===== config.mk =====
export PLATFORM = sky130hd
export DESIGN_NAME = popcount_mc
export DESIGN_NICKNAME = d
export VERILOG_FILES = /design/src/rtl/popcount_mc.sv
export SDC_FILE = /design/constraint.sdc
export NUM_CORES = 1
export LEC_CHECK = 0
export CORE_ASPECT_RATIO = 1.5
export CORE_MARGIN = 2
export CORE_UTILIZATION = 40
export DETAILED_ROUTE_END_ITERATION = 8
export PLACE_DENSITY = 0.66
export REMOVE_ABC_BUFFERS = 1
export SYNTH_ARGS = -nofsm -noshare
export SYNTH_HDL_FRONTEND = slang
export SYNTH_SLANG_ARGS = --single-unit

===== constraint.sdc =====
create_clock -name ACLK -period 9.2 [get_ports ACLK]
set_clock_uncertainty 0.05 [all_clocks]
set_input_delay 1.84 -clock ACLK [delete_from_list [all_inputs] [get_ports ACLK]]
set_output_delay 1.84 -clock ACLK [all_outputs]
set_load 0.005 [all_outputs]

===== src/rtl/popcount_mc.sv =====
// popcount_mc: tagged words queue in a shared FIFO, one serial engine counts
// CHUNK_BITS per cycle and commits into per-channel saturating accumulators.
// Ports: ACLK, ARESET (async, active-high); WRITE_DATA/CH/MODE/VALID/READY
// word input; COUNT_RST per-channel clear; COUNT_FLAT packed accumulators;
// COUNT_BUSY per-channel pending flag; SATURATED sticky clip flag.
module popcount_mc #(
  parameter int DATA_WIDTH  = 32,
  parameter int NUM_CH      = 4,
  parameter int FIFO_DEPTH  = 4,
  parameter int CHUNK_BITS  = 8,
  parameter int COUNT_WIDTH = 32,
  localparam int CHW = (NUM_CH > 1) ? $clog2(NUM_CH) : 1
) (
  input  logic                          ACLK,
  input  logic                          ARESET,
  input  logic [DATA_WIDTH-1:0]         WRITE_DATA,
  input  logic [CHW-1:0]                WRITE_CH,
  input  logic                          WRITE_MODE,
  input  logic                          WRITE_VALID,
  output logic                          WRITE_READY,
  input  logic [NUM_CH-1:0]             COUNT_RST,
  output logic [NUM_CH*COUNT_WIDTH-1:0] COUNT_FLAT,
  output logic [NUM_CH-1:0]             COUNT_BUSY,
  output logic [NUM_CH-1:0]             SATURATED
);

  localparam int NCHUNK = DATA_WIDTH / CHUNK_BITS;
  localparam int AW = $clog2(FIFO_DEPTH);
  localparam int EW = DATA_WIDTH + CHW + 1;
  localparam int PW = $clog2(DATA_WIDTH + 1);
  localparam int NW = (NCHUNK > 1) ? $clog2(NCHUNK) : 1;
  localparam int QW = $clog2(FIFO_DEPTH + 2);

  typedef enum logic [1:0] {IDLE, COUNT, COMMIT} state_t;
  state_t state, nstate;

  logic [EW-1:0] mem [FIFO_DEPTH];
  logic [EW-1:0] head;
  logic [AW:0] wptr, rptr, used, used_n;
  logic rdy, push, pop, empty, commit, last;

  logic [DATA_WIDTH-1:0] sh;
  logic [PW-1:0] part, chunk_cnt;
  logic [CHUNK_BITS-1:0] chunk;
  logic [NW-1:0] idx;
  logic [CHW-1:0] e_ch;
  logic e_mode;

  logic [COUNT_WIDTH-1:0] acc [NUM_CH];
  logic [COUNT_WIDTH:0] sum [NUM_CH];
  logic [QW-1:0] pend [NUM_CH];
  logic [NUM_CH-1:0] hit, inc, sat;

  assign used   = wptr - rptr;
  assign empty  = (used == '0);
  assign push   = WRITE_VALID && rdy;
  assign pop    = (state == IDLE) && !empty;
  assign used_n = used + (AW+1)'(push) - (AW+1)'(pop);
  assign head   = mem[rptr[AW-1:0]];
  assign commit = (state == COMMIT);
  assign last   = (idx == NW'(NCHUNK - 1));

  assign WRITE_READY = rdy;
  assign SATURATED   = sat;

  // Ready is registered from the post-edge fill level, so it is low in
  // reset and a full FIFO refuses a push even when a pop is in flight.
  always_ff @(posedge ACLK or posedge ARESET) begin
    if (ARESET) begin
      wptr <= '0;
      rptr <= '0;
      rdy  <= 1'b0;
    end else begin
      wptr <= wptr + (AW+1)'(push);
      rptr <= rptr + (AW+1)'(pop);
      rdy  <= (used_n != (AW+1)'(FIFO_DEPTH));
    end
  end

  always_ff @(posedge ACLK) begin
    if (push) mem[wptr[AW-1:0]] <= {WRITE_DATA, WRITE_CH, WRITE_MODE};
  end

  always_ff @(posedge ACLK or posedge ARESET) begin
    if (ARESET) state <= IDLE;
    else        state <= nstate;
  end

  always_comb begin
    nstate = state;
    unique case (state)
      IDLE:    if (!empty) nstate = COUNT;
      COUNT:   if (last) nstate = COMMIT;
      COMMIT:  nstate = IDLE;
      default: nstate = IDLE;
    endcase
  end

  always_comb begin
    chunk = sh[CHUNK_BITS-1:0] ^ {CHUNK_BITS{e_mode}};
    chunk_cnt = '0;
    for (int b = 0; b < CHUNK_BITS; b++)
      chunk_cnt = chunk_cnt + PW'(chunk[b]);
  end

  always_ff @(posedge ACLK or posedge ARESET) begin
    if (ARESET) begin
      sh     <= '0;
      part   <= '0;
      idx    <= '0;
      e_ch   <= '0;
      e_mode <= 1'b0;
    end else begin
      unique case (state)
        IDLE: if (pop) begin
          sh     <= head[EW-1 -: DATA_WIDTH];
          e_ch   <= head[CHW:1];
          e_mode <= head[0];
          part   <= '0;
          idx    <= '0;
        end
        COUNT: begin
          part <= part + chunk_cnt;
          sh   <= sh >> CHUNK_BITS;
          idx  <= idx + NW'(1);
        end
        default: ;
      endcase
    end
  end

  // Out-of-range channel tags match no channel: no update, no busy effect.
  always_comb begin
    hit = '0;
    inc = '0;
    for (int i = 0; i < NUM_CH; i++) begin
      hit[i] = commit && (int'(e_ch) == i);
      inc[i] = push && (int'(WRITE_CH) == i);
      sum[i] = {1'b0, acc[i]} + (COUNT_WIDTH+1)'(part);
    end
  end

  // A clear beats a same-cycle commit; the pending count still drops.
  always_ff @(posedge ACLK or posedge ARESET) begin
    if (ARESET) begin
      sat <= '0;
      for (int i = 0; i < NUM_CH; i++) begin
        acc[i]  <= '0;
        pend[i] <= '0;
      end
    end else begin
      for (int i = 0; i < NUM_CH; i++) begin
        pend[i] <= pend[i] + QW'(inc[i]) - QW'(hit[i]);
        if (COUNT_RST[i]) begin
          acc[i] <= '0;
          sat[i] <= 1'b0;
        end else if (hit[i]) begin
          if (sum[i][COUNT_WIDTH]) begin
            acc[i] <= '1;
            sat[i] <= 1'b1;
          end else begin
            acc[i] <= sum[i][COUNT_WIDTH-1:0];
          end
        end
      end
    end
  end

  always_comb begin
    COUNT_FLAT = '0;
    COUNT_BUSY = '0;
    for (int i = 0; i < NUM_CH; i++) begin
      COUNT_FLAT[COUNT_WIDTH*i +: COUNT_WIDTH] = acc[i];
      COUNT_BUSY[i] = (pend[i] != '0);
    end
  end

endmodule


# Word level (Yosys, flattened, before mapping)
# Memory sizes are Yosys's and may differ from the RTL's.
# Index checks and enable logic that the tools add are counted.
# W data, S select, Z words.
[totals] register_bits=196 ram_bits=140 input_bits=42 output_inout_bits=137 word_cells=132 mem_count=1
[classes] n_addsub=26 n_eq_ne=13 muxes=35 bitwise=1 reduce_logical=35
[mem_list] memory="mem" words=4 width=35 read_ports=1 rd_ports_with_merged_regs=0 wr=1 line="37" text="logic [EW-1:0] mem [FIFO_DEPTH];"
[ops] op="$mux W32" n=13
[ops] op="$add A32 B6 Y33" n=4
[ops] op="$pmux W32 S2" n=1
[ops] op="$add A3 B1 Y3" n=7
[ops] op="$reduce_bool A2 Y1" n=9
[ops] op="$sub A3 B1 Y3" n=5
[ops] op="$mux W1" n=14
[ops] op="$reduce_and A2 Y1" n=7
[ops] op="$add A6 B1 Y6" n=2
[ops] op="$eq A2 B2 Y1 const B" n=6
[ops] op="$pmux W6 S2" n=1
[ops] op="$reduce_bool A3 Y1" n=4
[ops] op="$logic_and A1 B1 Y1" n=10
[ops] op="$pmux W2 S2" n=2
[ops] op="$xor A8 B8 Y8" n=1
[ops] op="$add A5 B1 Y6" n=1
[ops] op="$add A6 B6 Y6" n=1
[ops] op="$eq A2 B1 Y1 const B" n=3
[ops] op="$logic_not A2 Y1" n=3
[ops] op="$mux W2" n=3
[ops] op="$mux W6" n=1
[ops] op="$ne A2 B2 Y1 const B" n=3
[ops] op="$add A4 B1 Y5" n=1
[ops] op="$add A3 B1 Y4" n=1
[ops] op="other kinds (7)" n=7

# Depth between registers and ports, before layout
[logic_depth] depth_word=10 mapped_depth=14 ltp_nobuf=13

# Least setup slack after synthesis
# OpenSTA, ideal clock, no wires.
[synth_timing] path_type="input-to-reg" from="input WRITE_VALID" to="memory mem[1][0] (netlist bit) (enable)" setup_ns=0.471 t_arrival_ns=4.396 required_time_ns=8.679 path_slack_ns=4.283 path_stages=2 n_path_buf=0 path_cell_list="nand2_1 -> nor3_1"
[synth_between] elab_chain_cells=3
[synth_lines] element="from (decl)" line="19" text="input logic WRITE_VALID,"
[synth_lines] element="$logic_and A1 B1 Y1" line="56" text="assign push = WRITE_VALID && rdy;"
[synth_lines] element="$mux W1" line="81" text="if (push) mem[wptr[AW-1:0]] <= {WRITE_DATA, WRITE_CH, WRITE_MODE};"
[synth_lines] element="$mux W1 (implied by the code)" line="81"
[synth_lines] element="to (decl)" line="37"
# No other way between the ends.

# Worst setup path in the final report
[layout_timing] from="register wptr[0]" to="register rdy (netlist: WRITE_READY)"
[layout_between] elab_chain_cells=6 elab_cells_between_ends=7 cone_classes="add/sub (3); eq/ne (1); reduce/logical (3)"
[layout_lines] element="from (decl)" line="39" text="logic [AW:0] wptr, rptr, used, used_n;"
[layout_lines] element="from (signal assigned)" line="74" text="wptr <= wptr + (AW+1)'(push);"
[layout_lines] element="$sub A3 B3 Y3 *" line="54" text="assign used = wptr - rptr;"
[layout_lines] element="branches (longest 3 deep; another with $add A3 B1 Y3)"
[layout_lines] element="$sub A3 B1 Y3 *" line="58" text="assign used_n = used + (AW+1)'(push) - (AW+1)'(pop);"
[layout_lines] element="$ne A3 B3 Y1 *" line="76" text="rdy <= (used_n != (AW+1)'(FIFO_DEPTH));"
[layout_lines] element="to (signal assigned)" line="76"
[layout_lines] element="to (decl)" line="40" text="logic rdy, push, pop, empty, commit, last;"
# Mark *: on every way between the ends.
# A chain may end at the register's enable or synchronous reset.

==> flow_summary_export.csv <==
group,metric,value,unit
synth,syn_area_per_cell,12.4,sq um
worst_hold_path,hold_class,"reg -> reg",
routing,viasPerCell,5.40,
floorplan,ioPinCount,179,
global_routing,grt_max_degree,123,
floorplan,num_rows,89,
routing,drt_pre_antenna_iters,4,
clocking,cts.root.buffer_cell,"clkbuf_16",
pwr,p_sw,1.65,mW
worst_setup_path,critPathLaunchType,"register",
global_routing,grt_antenna_before_repair,0,
worst_setup_path,cp.arrival,5.39,ns
pwr,combPwrFrac,31.5,%
final_layout,antenna_cells,0,
synth,synthesis.area,15800,sq um
clocking,cts_tree,"yes",
timing,final_hold_viol_count,0,
floorplan,fp.coreArea,39200,sq um
clocking,cts_resized,0,
synth,syn-instance-count,1278,
clocking,ctsHoldBuffers,0,
pwr,clkPwrFrac,29.3,%
worst_setup_path,worstSetupPathType,"reg -> reg",
timing,fin_crit,5.03,ns
flow_run,maxCapViolCount,0,
timing,rsz0062_at_grt,"no",
synth,ys.flop_type,"dfrtp_1",
synth,ys_types,59,
worst_setup_path,cp.required,9.56,ns
synth,synth_edf_count,140,
worst_hold_path,hold_path_depth,2,
worst_setup_path,crit_fanout,34,
clocking,cts_buffers,36,
routing,drt-wirelength-per-cell,18.1,microns
timing,maxSlewHeadroom,22.4,%
timing,slew_violations,0,
floorplan,start_util,40.3,%
global_routing,grt_overflow,0,
synth,ys_ff_latch,336,
timing,max_freq,0.199,GHz
clocking,postCtsSetupBuffers,0,
worst_setup_path,r2r_start,"wptr[0]",
worst_setup_path,worst_r2r_path_depth,13,
pwr,switching_share,32.3,%
pwr,ir_worst_vdd,0.206,mV
timing,fin_setup_tns,0,ns
clocking,cts_sinks,336,
final_layout,mostFrequentLayoutCells,"dfrtp_1 (195), clkdlybuf4s50_1 (178), edfxtp_1 (140)",
final_layout,synthToLayoutAreaGrowth,22.3,%
timing,finalCritPeriodShare,54.7,%
pwr,p_int,3.45,mW
synth,synth_seq_area_share,57.7,%
worst_setup_path,timing.rr.end,"WRITE_READY",
routing,num_vias,10698,
clocking,cts_max_path_buffers,3,
routing,drt_iter0_drc,677,
final_layout,layout_commonest_cell,"dfrtp_1",
placement,hpwl,23400,microns
pwr,power_frac_seq,39.2,%
final_layout,nNetsFinal,1556,
timing,worstMarginPinSlew,1.16,ns
routing,postRouteAntennaNets,0,
worst_hold_path,min_from,"sh[8]",
synth,async_reset_ff_share,58.3,%
routing,routed_wl,35800,microns
clocking,clk_latency,0.53,ns
routing,drc_errors,0,
final_layout,layout-drive-gt1-share,9.32,%
worst_hold_path,holdPathEnd,"sh[8]",
pwr,p_leak,7.61,nW
pwr,power,5.10,mW
global_routing,grt_pass1_wl,58100,microns
run_status,status,"finished, final reports clean",
clocking,path_clk_slew,0.06,ns
global_routing,grt_pass1_vias,10856,
clocking,htreeDepth,2,
worst_setup_path,reg2reg_slack,4.17,ns
floorplan,die_width,166,microns
placement,portBuffers,178,
global_routing,track_usage,17.5,%
pwr,powerDensity,264,nW/um^2
placement,gp_congestion,0.802,
floorplan,die_area,41100,sq um
timing,setup_viol,0,
floorplan,die_h,247,microns
worst_setup_path,endpoint_kind,"register",
synth,synth_warnings,0,
[worst max-delay path by stage]
stage                        from             to  slack [ns]  cells past startpoint
after floorplan            ARESET  COUNT_FLAT[0]        1.97                      1
after global placement    wptr[0]    WRITE_READY        4.36                     13
after detailed placement  wptr[0]    WRITE_READY        4.14                     13
after CTS                 wptr[0]    WRITE_READY        4.11                     13
after global routing      wptr[0]    WRITE_READY        3.82                     13
final                     wptr[0]    WRITE_READY        4.17                     13
[per-stage QoR]
| stage | util [%] | instances | setup WS, ns | hold slack (ns) | cell area (sq um) |
|---|---|---|---|---|---|
| global placement | 46.2 | 1915 | 4.36 | 0.400 | 18100 |
| finish | 49.3 | 1981 | 4.17 | 0.420 | 19300 |
| CTS | 49.3 | 1981 | 4.11 | 0.420 | 19300 |
| global route | 49.3 | 1981 | 3.82 | 0.437 | 19300 |
| detailed placement | 46.2 | 1915 | 4.14 | 0.406 | 18100 |
| floorplan | - | 1223 | 1.97 | 0.389 | 15600 |
[worst max-delay path, stage by stage, from the launching register on]
cell and delay, ns:
dfrtp_1 0.42, inv_1 0.12, ha_1 0.22, fa_1 0.37
xnor2_1 0.26, a311o_1 0.90, inv_1 0.79, ha_1 0.56
inv_1 0.05, ha_1 0.18, fa_1 0.38, xnor2_1 0.15
xnor2_1 0.12, or3_1 0.30
[power groups by stage]
stage	combinational [mW]	sequential, mW	clock (mW)
2_1_floorplan	1.16	2.04	0
3_3_place_gp	1.59	2.02	0
3_5_place_dp	1.65	2.03	0
4_1_cts	1.66	2.00	1.54
5_1_grt	1.87	2.03	1.60
6_report	1.60	2.00	1.50
[synthesized netlist by cell type, types with 6 or more instances]
| cell type | number | area share (%) |
|---|---|---|
| fa_1 | 15 | 1.9 |
| nor4_1 | 6 | 0.24 |
| nor2b_1 | 6 | 0.24 |
| nor3_1 | 29 | 0.92 |
| mux4_2 | 35 | 5.0 |
| a22oi_1 | 20 | 0.95 |
| ha_1 | 46 | 3.6 |
| nor2_1 | 57 | 1.4 |
| and4_1 | 11 | 0.61 |
| xor2_1 | 53 | 2.9 |
| dfrtp_1 | 196 | 31 |
| o21ai_0 | 129 | 4.1 |
| nand4_1 | 26 | 1.0 |
| inv_1 | 43 | 1.0 |
| nand3_1 | 61 | 1.9 |
| and3_1 | 23 | 0.91 |
| a21o_1 | 9 | 0.43 |
| nand2_1 | 106 | 2.5 |
| buf_1 | 13 | 0.31 |
| a21oi_1 | 22 | 0.70 |
| mux2i_1 | 17 | 1.1 |
| o21ai_2 | 20 | 1.1 |
| or3_1 | 12 | 0.48 |
| edfxtp_1 | 140 | 27 |
| clkbuf_1 | 35 | 0.83 |
| xnor2_1 | 87 | 4.8 |
[per-layer routing]
layer / wire length (microns) / global-route usage [%] / vias up
met2: 18600 / 31.3 / 241
met3: 1220 / 2.41 / 77
met5: 0 / 0 / -
met1: 14600 / 21.3 / 5374
met4: 1390 / 7.23 / 0
li1: - / - / 5006
[layout make-up]
class	instances	area, sq um
Clock buffer	48	1010
Timing Repair Buffer	192	1890
Tap cell	500	626
Fill cell	3479	19900
Multi-Input combinational cell	843	6300
Sequential cell	336	9110
Clock inverter	18	211
Inverter	44	173
[logic make-up after synthesis]
group,synth area share [%]
compound gates,8.72
simple gates,11.7
flops,57.7
xor+xnor,7.76
buf+inv,2.57
mux,6.07
fa+ha+maj,5.54
[sequential cells by signal, summed over array words and instances (netlist names), 3 cells and up]
| signal | flops |
|---|---|
| COUNT_FLAT | 128 |
| SATURATED | 4 |
| mem | 140 |
| part | 6 |
| pend | 12 |
| rptr | 3 |
| sh | 32 |
| wptr | 3 |
(Power assumes the default switching activity.)
